[src/rtl/control_issue.sv]
// rtl/control_issue.sv - decode-and-issue stage: instruction FIFO, control decoder, multi-cycle stall, HALT
// Optional illegal-opcode trap: define CONTROL_ISSUE_ILLEGAL_TRAP_EN

package control_issue_pkg;

  typedef enum logic [3:0] {
    ALU_ADD, ALU_SUB, ALU_AND, ALU_OR, ALU_XOR, ALU_SLL, ALU_SRL, ALU_SRA,
    ALU_SLT, ALU_SLTU, ALU_MUL, ALU_MULH, ALU_DIV, ALU_DIVU, ALU_REM, ALU_REMU
  } alu_op_t;

  typedef enum logic [2:0] {
    R_TYPE, I_TYPE, S_TYPE, B_TYPE, U_TYPE, J_TYPE, HALT_TYPE
  } encoding_t;

  typedef struct packed {
    logic [6:0] funct7;
    logic [4:0] rs2;
    logic [4:0] rs1;
    logic [2:0] funct3;
    logic [4:0] rd;
    logic [6:0] opcode;
  } instruction_t;

  typedef struct packed {
    encoding_t  encoding;
    alu_op_t    alu_op;
    logic       alu_src;
    logic       reg_write;
    logic       mem_read;
    logic       mem_write;
    logic       mem_to_reg;
    logic       branch;
    logic       jump;
    logic [4:0] write_back_id;
  } control_t;

  localparam logic [6:0] OP_R    = 7'b0110011;
  localparam logic [6:0] OP_I    = 7'b0010011;
  localparam logic [6:0] OP_S    = 7'b0100011;
  localparam logic [6:0] OP_B    = 7'b1100011;
  localparam logic [6:0] OP_LUI  = 7'b0110111;
  localparam logic [6:0] OP_JAL  = 7'b1101111;
  localparam logic [6:0] OP_LOAD = 7'b0000011;
  localparam logic [6:0] OP_HALT = 7'b1111111;

endpackage

module control
  import control_issue_pkg::*;
(
  input  instruction_t instr,
  output control_t     ctrl
);

  logic unused_fields;
  assign unused_fields = ^{instr.rs1, instr.rs2, instr.funct7};

  // alt selects SUB/SRA; SUB only exists for register-register ops
  function automatic alu_op_t alu_from_f3(input logic [2:0] f3, input logic alt, input logic is_reg);
    case (f3)
      3'd0:    return (alt && is_reg) ? ALU_SUB : ALU_ADD;
      3'd1:    return ALU_SLL;
      3'd2:    return ALU_SLT;
      3'd3:    return ALU_SLTU;
      3'd4:    return ALU_XOR;
      3'd5:    return alt ? ALU_SRA : ALU_SRL;
      3'd6:    return ALU_OR;
      default: return ALU_AND;
    endcase
  endfunction

  always_comb begin
    ctrl = '0;
    ctrl.write_back_id = instr.rd;
    case (instr.opcode)
      OP_R: begin
        ctrl.encoding  = R_TYPE;
        ctrl.reg_write = 1'b1;
        if (instr.funct7 == 7'b0000001) begin
          case (instr.funct3)
            3'd0:              ctrl.alu_op = ALU_MUL;
            3'd1, 3'd2, 3'd3:  ctrl.alu_op = ALU_MULH;
            3'd4:              ctrl.alu_op = ALU_DIV;
            3'd5:              ctrl.alu_op = ALU_DIVU;
            3'd6:              ctrl.alu_op = ALU_REM;
            default:           ctrl.alu_op = ALU_REMU;
          endcase
        end else begin
          ctrl.alu_op = alu_from_f3(instr.funct3, instr.funct7[5], 1'b1);
        end
      end
      OP_I: begin
        ctrl.encoding  = I_TYPE;
        ctrl.alu_op    = alu_from_f3(instr.funct3, instr.funct7[5], 1'b0);
        ctrl.alu_src   = 1'b1;
        ctrl.reg_write = 1'b1;
      end
      OP_S: begin
        ctrl.encoding  = S_TYPE;
        ctrl.alu_op    = ALU_ADD;
        ctrl.alu_src   = 1'b1;
        ctrl.mem_write = 1'b1;
      end
      OP_B: begin
        ctrl.encoding = B_TYPE;
        ctrl.alu_op   = ALU_SUB;
        ctrl.branch   = 1'b1;
      end
      OP_LUI: begin
        ctrl.encoding  = U_TYPE;
        ctrl.alu_op    = ALU_ADD;
        ctrl.alu_src   = 1'b1;
        ctrl.reg_write = 1'b1;
      end
      OP_JAL: begin
        ctrl.encoding  = J_TYPE;
        ctrl.alu_op    = ALU_ADD;
        ctrl.reg_write = 1'b1;
        ctrl.jump      = 1'b1;
      end
      OP_LOAD: begin
        ctrl.encoding   = I_TYPE;
        ctrl.alu_op     = ALU_ADD;
        ctrl.alu_src    = 1'b1;
        ctrl.reg_write  = 1'b1;
        ctrl.mem_read   = 1'b1;
        ctrl.mem_to_reg = 1'b1;
      end
      OP_HALT: begin
        ctrl.encoding = HALT_TYPE;
      end
      default: begin
        ctrl.encoding  = I_TYPE;
        ctrl.alu_op    = ALU_AND;
        ctrl.alu_src   = 1'b1;
        ctrl.reg_write = 1'b1;
      end
    endcase
  end

endmodule

module control_issue
  import control_issue_pkg::*;
#(
  parameter int XLEN       = 32,
  parameter int FIFO_DEPTH = 4,
  parameter int DIV_CYCLES = 32
) (
  input  logic            clk,
  input  logic            rst_n,
  input  logic            flush,
  input  logic            in_valid,
  output logic            in_ready,
  input  logic [XLEN-1:0] in_instr,
  input  logic [XLEN-1:0] in_pc,
  output logic            out_valid,
  input  logic            out_ready,
  output control_t        out_control,
  output logic [XLEN-1:0] out_instr,
  output logic [XLEN-1:0] out_pc,
  output logic            out_illegal,
  output logic            mc_busy,
  output logic            halted
);

  localparam int AW  = $clog2(FIFO_DEPTH);
  localparam int CW  = $clog2(FIFO_DEPTH + 1);
  localparam int MCW = $clog2(DIV_CYCLES + 1);
  localparam bit MC_EN = (DIV_CYCLES > 1);

  typedef enum logic [1:0] {RUN, MC_WAIT, HALTED} state_t;

  state_t          state;
  logic [XLEN-1:0] fifo_instr [FIFO_DEPTH];
  logic [XLEN-1:0] fifo_pc    [FIFO_DEPTH];
  logic [AW-1:0]   wr_ptr, rd_ptr;
  logic [CW-1:0]   count;
  logic [MCW-1:0]  mc_count;

  logic            full, empty, push, pop, load, load_slot;
  logic            handshake, is_div, hs_div, hs_halt;
  logic [XLEN-1:0] head_instr, head_pc;
  instruction_t    head_fields;
  control_t        dec_ctrl, issue_ctrl;
  logic            head_illegal;

  assign full  = (count == CW'(FIFO_DEPTH));
  assign empty = (count == '0);

  assign in_ready = rst_n && !full && !flush && (state != HALTED);
  assign push     = in_valid && in_ready;

  assign head_instr  = fifo_instr[rd_ptr];
  assign head_pc     = fifo_pc[rd_ptr];
  assign head_fields = head_instr[31:0];

  control u_control (
    .instr (head_fields),
    .ctrl  (dec_ctrl)
  );

`ifdef CONTROL_ISSUE_ILLEGAL_TRAP_EN
  always_comb begin
    issue_ctrl   = dec_ctrl;
    head_illegal = 1'b0;
    case (head_fields.opcode)
      OP_R, OP_I, OP_S, OP_B, OP_LUI, OP_JAL, OP_LOAD, OP_HALT: head_illegal = 1'b0;
      default:                                                   head_illegal = 1'b1;
    endcase
    // an illegal word must not write the register file; keep only rd for trap reporting
    if (head_illegal) begin
      issue_ctrl = '0;
      issue_ctrl.write_back_id = dec_ctrl.write_back_id;
    end
  end
`else
  assign issue_ctrl   = dec_ctrl;
  assign head_illegal = 1'b0;
`endif

  assign handshake = out_valid && out_ready;
  assign is_div    = out_control.alu_op inside {ALU_DIV, ALU_DIVU, ALU_REM, ALU_REMU};
  assign hs_div    = handshake && MC_EN && is_div;
  assign hs_halt   = handshake && (out_control.encoding == HALT_TYPE || out_illegal);

  // the stall's final cycle also refills the output register so the next word follows immediately
  assign load_slot = !flush &&
                     ((state == RUN && !hs_div && !hs_halt) ||
                      (state == MC_WAIT && mc_count == MCW'(1)));
  assign load      = load_slot && !empty && (!out_valid || out_ready);
  assign pop       = load;

  always_ff @(posedge clk) begin
    if (push) begin
      fifo_instr[wr_ptr] <= in_instr;
      fifo_pc[wr_ptr]    <= in_pc;
    end
  end

  always_ff @(posedge clk or negedge rst_n) begin
    if (!rst_n) begin
      wr_ptr <= '0;
      rd_ptr <= '0;
      count  <= '0;
    end else if (flush && state != HALTED) begin
      wr_ptr <= '0;
      rd_ptr <= '0;
      count  <= '0;
    end else begin
      if (push) wr_ptr <= wr_ptr + 1'b1;
      if (pop)  rd_ptr <= rd_ptr + 1'b1;
      if (push && !pop)      count <= count + 1'b1;
      else if (pop && !push) count <= count - 1'b1;
    end
  end

  always_ff @(posedge clk or negedge rst_n) begin
    if (!rst_n) begin
      state       <= RUN;
      mc_count    <= '0;
      mc_busy     <= 1'b0;
      halted      <= 1'b0;
      out_valid   <= 1'b0;
      out_control <= '0;
      out_instr   <= '0;
      out_pc      <= '0;
      out_illegal <= 1'b0;
    end else if (state != HALTED) begin
      if (flush) begin
        state     <= RUN;
        mc_count  <= '0;
        mc_busy   <= 1'b0;
        out_valid <= 1'b0;
      end else begin
        if (state == MC_WAIT) begin
          if (mc_count == MCW'(1)) begin
            state    <= RUN;
            mc_busy  <= 1'b0;
            mc_count <= '0;
          end else begin
            mc_count <= mc_count - 1'b1;
          end
        end
        if (handshake) begin
          out_valid <= 1'b0;
          if (hs_halt) begin
            state  <= HALTED;
            halted <= 1'b1;
          end else if (hs_div) begin
            state    <= MC_WAIT;
            mc_count <= MCW'(DIV_CYCLES - 1);
            mc_busy  <= 1'b1;
          end
        end
        if (load) begin
          out_valid   <= 1'b1;
          out_control <= issue_ctrl;
          out_instr   <= head_instr;
          out_pc      <= head_pc;
          out_illegal <= head_illegal;
        end
      end
    end
  end

endmodule
[config.mk]
export PLATFORM = sky130hd
export DESIGN_NAME = control_issue
export DESIGN_NICKNAME = d
export VERILOG_FILES = /design/src/rtl/control_issue.sv
export SDC_FILE = /design/constraint.sdc
export NUM_CORES = 1
export LEC_CHECK = 0
export ABC_AREA = 1
export CAP_MARGIN = 15
export CORE_MARGIN = 2
export CORE_UTILIZATION = 55
export CTS_BUF_LIST = sky130_fd_sc_hd__clkbuf_16
export DETAILED_ROUTE_END_ITERATION = 8
export HOLD_SLACK_MARGIN = 0.08
export PLACE_DENSITY = 0.81
export RECOVER_POWER = 50
export SLEW_MARGIN = 20
export SYNTH_ARGS = -nofsm -noshare
export SYNTH_HDL_FRONTEND = slang
export SYNTH_SLANG_ARGS = --single-unit
[constraint.sdc]
create_clock -name clk -period 10.8 [get_ports clk]
set_input_delay 2.16 -clock clk [delete_from_list [all_inputs] [get_ports clk]]
set_output_delay 2.16 -clock clk [all_outputs]
set_load 0.005 [all_outputs]
==> impl_metrics.json, run 1 <==
{
  "start_util_pct": 55.8,
  "tritoncts": "built",
  "worstPathCellList": "clkbuf_1, nand2_1, a31oi_4, clkdlybuf4s50_1",
  "async_reset_ff_share_pct": 27.1,
  "synth-edff-count": 256,
  "yosysSeqAreaShare_pct": 71.8,
  "track_usage_pct": 22.3,
  "grt_antenna_before_repair": 8,
  "grt_max_degree": 97,
  "fp-row-count": 58,
  "wirelength_microns": 29700,
  "drtPass1Iterations": 5,
  "yosys-top-cells-count": "266 x nor2_1, 256 x edfxtp_1, 194 x nand2_1, 121 x o21ai_0, 95 x dfrtp_1",
  "critPathArrivalTime_ns": 4.89,
  "synth_top_family_by_area": "simple AND/OR/NAND/NOR gates",
  "drv_cap": 3,
  "slowest_delay_ns": 1.60,
  "vdd_ir_drop_max_mv": 0.161,
  "finalCritPeriodShare_pct": 65.3,
  "drive_gt1_share_pct": 5.95,
  "max-clock-path-buffers": 3,
  "grt_pass1_vias": 9191,
  "dp_hpwl_microns": 16700,
  "hold_depth": 1,
  "path_max_fanout": 34,
  "synth_area_leader_cell": "edfxtp_1",
  "crit_slowest_cell": "clkbuf_1",
  "holdBufCountCts": 0,
  "syn_area_sq_um": 14000,
  "cp.required_ns": 8.64,
  "synth_cell_types": 42,
  "max-slew-margin-rel_pct": -130,
  "setup_viol": 0,
  "cts_made_buffers": 36,
  "synth_top_area_share_pct": 54.9,
  "grt_pass1_wl_microns": 46500,
  "yosys.area_share.adder_pct": 0.679,
  "ys.flop_type": "edfxtp_1",
  "fin_tns_setup_ns": 0,
  "critPathLaunchType": "primary input",
  "cts_setup_buffers": 0,
  "crit_type": "in2out",
  "reg2reg_from": "out_control[16]$_DFFE_PN0P_",
  "finalPower_mw": 3.77,
  "yosys.area_share.simple_pct": 15.5,
  "worst_pin_slew_ns": 3.46,
  "status": "complete, but fails checks",
  "gp_congestion": 0.865,
  "synthesis.nets": 1291,
  "ff2ff_path_depth": 12,
  "io_pins": 157,
  "crit_start": "rst_n",
  "area_growth_pct": 20.1,
  "ctsResizeCount": 0,
  "avgSynthCellArea_sq_um": 11.5,
  "routed_via_density": 5.48,
  "skew_ns": 0.0123,
  "nNetsFinal": 1428,
  "numClockSinks": 351,
  "worst_hold_slack_ns": 0.476,
  "synth_xor_area_share_pct": 0.188,
  "maxSlewViolCount": 146,
  "rsz0062_at_grt": "false",
  "routedWlPerCell_microns": 17.3,
  "synth_most_common_cell": "nor2_1",
  "final.min_clock_period_ns": 7.05,
  "yosys_warnings": 0,
  "clk_pin_slew_ns": 0.06,
  "dieHeight_microns": 164,
  "antenna_left": 0,
  "grt_overflow": 0,
  "drc": 0,
  "synth_area_leaders": "edfxtp_1 55%, dfrtp_1 17%, nor2_1 7.1%",
  "hold_path.class": "reg2reg",
  "core_sq_um": 25100,
  "hold_violations": 0,
  "port-buffer-count": 155,
  "num_vias": 9389,
  "clock.fmax_mhz": 142,
  "cts_root_buf": "clkbuf_16",
  "synth.area.mux_share_pct": 0,
  "worstHoldStart": "halted$_DFFE_PN0P_",
  "end_kind": "output port",
  "htreeDepth": 2,
  "die_width_microns": 164,
  "die-area_sq_um": 26800,
  "synthCells": 1215,
  "synth_compound_area_share_pct": 7.96,
  "leakage_nw": 6.36,
  "power-per-cell-area_nw_per_um2": 224,
  "synth-seq-cells": 351,
  "violations": "capacitance limit, slew limit",
  "clock_latency_ns": 0.50,
  "final_util_pct": 67.0,
  "drtIter0Drc": 766
}
## final cells by class
cell class | instances | area (sq um)
Clock inverter | 28 | 153
Sequential cell | 351 | 10100
Antenna cell | 5 | 12.5
Inverter | 48 | 184
Tap cell | 330 | 413
Timing Repair Buffer | 166 | 1620
Fill cell | 1825 | 8290
Clock buffer | 37 | 926
Multi-Input combinational cell | 749 | 3440
## registers in the layout (all words and copies together), names as in the netlist
signal	count
fifo_instr	128
fifo_pc	128
out_pc	32
out_instr	28
out_control	17
mc_count	6
count	3
rd_ptr	2
state	2
wr_ptr	2
halted	1
mc_busy	1
out_valid	1
## metal layers
layer | wire length [microns] | global-route usage [%] | vias to the layer above
li1 | - | - | 4467
met1 | 12000 | 28.5 | 4530
met2 | 15200 | 38.9 | 343
met3 | 2130 | 4.09 | 45
met4 | 427 | 6.82 | 4
met5 | 27 | 0 | -
## path summary, 6_finish.rpt
kind | end | slack [ns]
worst min register to register | halted$_DFFE_PN0P_ | 0.48
min in group asynchronous | out_instr[0]$_DFFE_PN0P_ | 2.34
worst max-delay path | in_ready | 3.75
max in group asynchronous | rd_ptr[0]$_DFFE_PN0P_ | 3.79
worst max register to register | count[1]$_DFFE_PN0P_ | 7.33
worst min-delay path | halted$_DFFE_PN0P_ | 0.48
## critical path, delay by kind of cell
kind,cells,cell delay [ns]
buf+inv,2,2.13
simple gates,1,0.31
compound gates,1,0.28
## through the flow
stage	setup WS [ns]	instances	area, sq um
final	3.75	1714	16800
after global routing	2.64	1711	16800
after CTS	4.74	1709	16800
after detailed placement	4.75	1644	15700
after global placement	4.80	1644	15700
after floorplan	4.73	1215	14000
## cell usage in the layout (no fill, tap or decap), drive strengths merged
cell type | synthesis | routed
nor2 | 271 | 271
edfxtp | 256 | 256
nand2 | 202 | 202
o21ai | 124 | 124
dfrtp | 95 | 95
dlygate4sd3 | 0 | 77
clkdlybuf4s50 | 0 | 77
inv | 48 | 61
nand3 | 55 | 55
a31oi | 49 | 49
clkbuf | 22 | 40
a21oi | 13 | 13
clkinv | 0 | 13
buf | 45 | 9
ha | 6 | 6
nand4 | 6 | 6
diode | 0 | 5
o211ai | 4 | 4
nor3 | 3 | 3
o22ai | 3 | 3
o21a | 2 | 2
xor2 | 2 | 2
a211oi | 1 | 1
clkinvlp | 0 | 1
a22oi | 1 | 1
or2 | 1 | 1
xnor2 | 1 | 1
a211o | 1 | 1
o21bai | 1 | 1
o221ai | 1 | 1
fa | 1 | 1
conb | 1 | 1
bufinv | 0 | 1
## power breakdown
group	internal (mW)	total [mW]	switching (mW)
Clock	0.645	1.13	0.483
Sequential	1.61	1.74	0.129
Combinational	0.417	0.899	0.481
## kinds of logic after synthesis
kind of cell    after synthesis
fa+ha+maj                     7
simple gates                538
buf+inv                     115
compound gates              200
flops                       351
other cells                   1
xor+xnor                      3
Note: power is estimated with default switching activity, not from simulation.
==> run 2: changes to the inputs <==
clock period = 7.1 ns   (was 10.8 ns; I/O delays follow)
==> impl_metrics.json, run 2 (same netlist as run 1, synthesis figures left out) <==
{
  "rsz0062_at_grt": "false",
  "setup_ws_ns": 2.02,
  "numClockSinks": 351,
  "r2r_end": "count[0]$_DFFE_PN0P_",
  "violations": "capacitance limit, slew limit",
  "finalCritPeriodShare_pct": 71.6,
  "reg2reg_from": "out_control[16]$_DFFE_PN0P_",
  "max-clock-path-buffers": 3,
  "seqPwrFrac_pct": 45.3,
  "slowest_delay_ns": 1.25,
  "grt_pass1_wl_microns": 50200,
  "p_int_mw": 4.09,
  "status": "complete, but fails checks",
  "dieHeight_microns": 164,
  "worstHoldStart": "mc_busy$_DFFE_PN0N_",
  "fin_tns_setup_ns": 0,
  "num_vias": 9592,
  "skew_ns": 0.0150,
  "max-slew-margin-rel_pct": -17.0,
  "crit_type": "in2reg",
  "ff2ff_path_depth": 15,
  "clk_pin_slew_ns": 0.06,
  "fin_area_sq_um": 16900,
  "hold_path.class": "reg2reg",
  "dp_cells": 1646,
  "drc": 0,
  "critPathArrivalTime_ns": 5.51,
  "worst_hold_slack_ns": 0.468,
  "leakage_nw": 6.41,
  "crit_slowest_cell": "clkbuf_1",
  "final_common_cell": "nor2_1",
  "placed_cell_area_sq_um": 15800,
  "dp_hpwl_microns": 18700,
  "critPathLaunchType": "primary input",
  "hold_violations": 0,
  "maxSlewViolCount": 48,
  "finalPower_mw": 5.83,
  "grt_max_degree": 132,
  "largestRegisters": "fifo_instr x128, fifo_pc x128, out_pc x32",
  "io_pins": 157,
  "p_switching_mw": 1.74,
  "cp.required_ns": 7.53,
  "antenna_left": 0,
  "drtPass1Iterations": 5,
  "fin_cells": 1714,
  "clock.fmax_mhz": 197,
  "start_util_pct": 55.8,
  "grt_antenna_before_repair": 3,
  "dp_slack_ns": 2.37,
  "gp_congestion": 0.825,
  "area_growth_pct": 20.9,
  "vdd_ir_drop_max_mv": 0.247,
  "grt_overflow": 0,
  "clock_latency_ns": 0.52,
  "drive_gt1_share_pct": 6.36,
  "die_width_microns": 164,
  "htreeDepth": 2,
  "crit_start": "out_ready",
  "fp-row-count": 58,
  "most-common-layout-cells": "262 x nor2_1, 256 x edfxtp_1, 196 x nand2_1",
  "grt_pass1_vias": 9838,
  "final.min_clock_period_ns": 5.08,
  "end_kind": "flop",
  "hold_end": "mc_busy$_DFFE_PN0N_",
  "drtIter0Drc": 1020,
  "cts_root_buf": "clkbuf_16",
  "port-buffer-count": 155,
  "wirelength_microns": 31800,
  "crit_path_frequent_cell": "nand2_1",
  "hold_depth": 2,
  "switching_share_pct": 29.8,
  "ctsResizeCount": 0,
  "power-per-cell-area_nw_per_um2": 344,
  "holdBufCountCts": 0,
  "drv_cap": 1,
  "worstPathCellList": "dlygate4sd3_1, nand2_1, nor2_1, nor2_1, nand3_1, nand2_1, nand2_1, clkbuf_1, clkinv_2, buf_4, nand2_1, nand2_1, nor2_1, nand2_1, o21ai_0",
  "pwr-share-clk_pct": 30.6,
  "final_util_pct": 67.5,
  "routedWlPerCell_microns": 18.5,
  "worst_pin_slew_ns": 1.76,
  "track_usage_pct": 24.3,
  "power_frac_comb_pct": 24.1,
  "tritoncts": "built",
  "path_max_fanout": 96,
  "cts_made_buffers": 36,
  "cts_setup_buffers": 0,
  "core_sq_um": 25100,
  "setup_viol": 0,
  "fillers": 1783,
  "nNetsFinal": 1431,
  "routed_via_density": 5.60,
  "die-area_sq_um": 26800,
  "rrSetupSlack_ns": 3.01
}
run 2: routing by layer:
layer	global-route usage, %	part of all wire (%)	routed length [microns]
met3	3.30	7.3	2310
met5	0	0.041	13
met2	42.0	50	16000
met4	8.61	2.4	761
met1	31.7	40	12700
run 2: cell type report:
cell class | count | area [sq um] | share of cell area (%)
inverter | 48 | 186 | 1.10
sequential | 351 | 10100 | 59.4
clock inverter | 30 | 219 | 1.29
multi-input combinational | 749 | 3440 | 20.3
clock buffer | 36 | 901 | 5.32
timing repair buffer | 169 | 1710 | 10.1
tap | 330 | 413 | 2.44
antenna | 1 | 2.50 | 0.0148
run 2: worst max-delay path by stage:
stage / end
global placement: fifo_pc[0][22]$_DFFE_PP_
CTS: in_ready
detailed placement: fifo_instr[2][11]$_DFFE_PP_
floorplan: fifo_instr[0][0]$_DFFE_PP_
global route: count[1]$_DFFE_PN0P_
finish: count[0]$_DFFE_PN0P_
run 2: power groups by stage:
stage | registers, mW | clock network, mW | logic [mW]
2_1_floorplan | 2.62 | 0 | 0.773
3_3_place_gp | 2.67 | 0 | 1.36
3_5_place_dp | 2.67 | 0 | 1.42
4_1_cts | 2.64 | 1.80 | 1.44
5_1_grt | 2.67 | 1.89 | 1.57
6_report | 2.64 | 1.78 | 1.41
run 2: worst max-delay path: cells and delay by family:
kind                   cells  cell delay (ns)
AO/OA/AOI/OAI              1             0.08
buffers and inverters      4             2.95
AND/OR/NAND/NOR           10             1.03
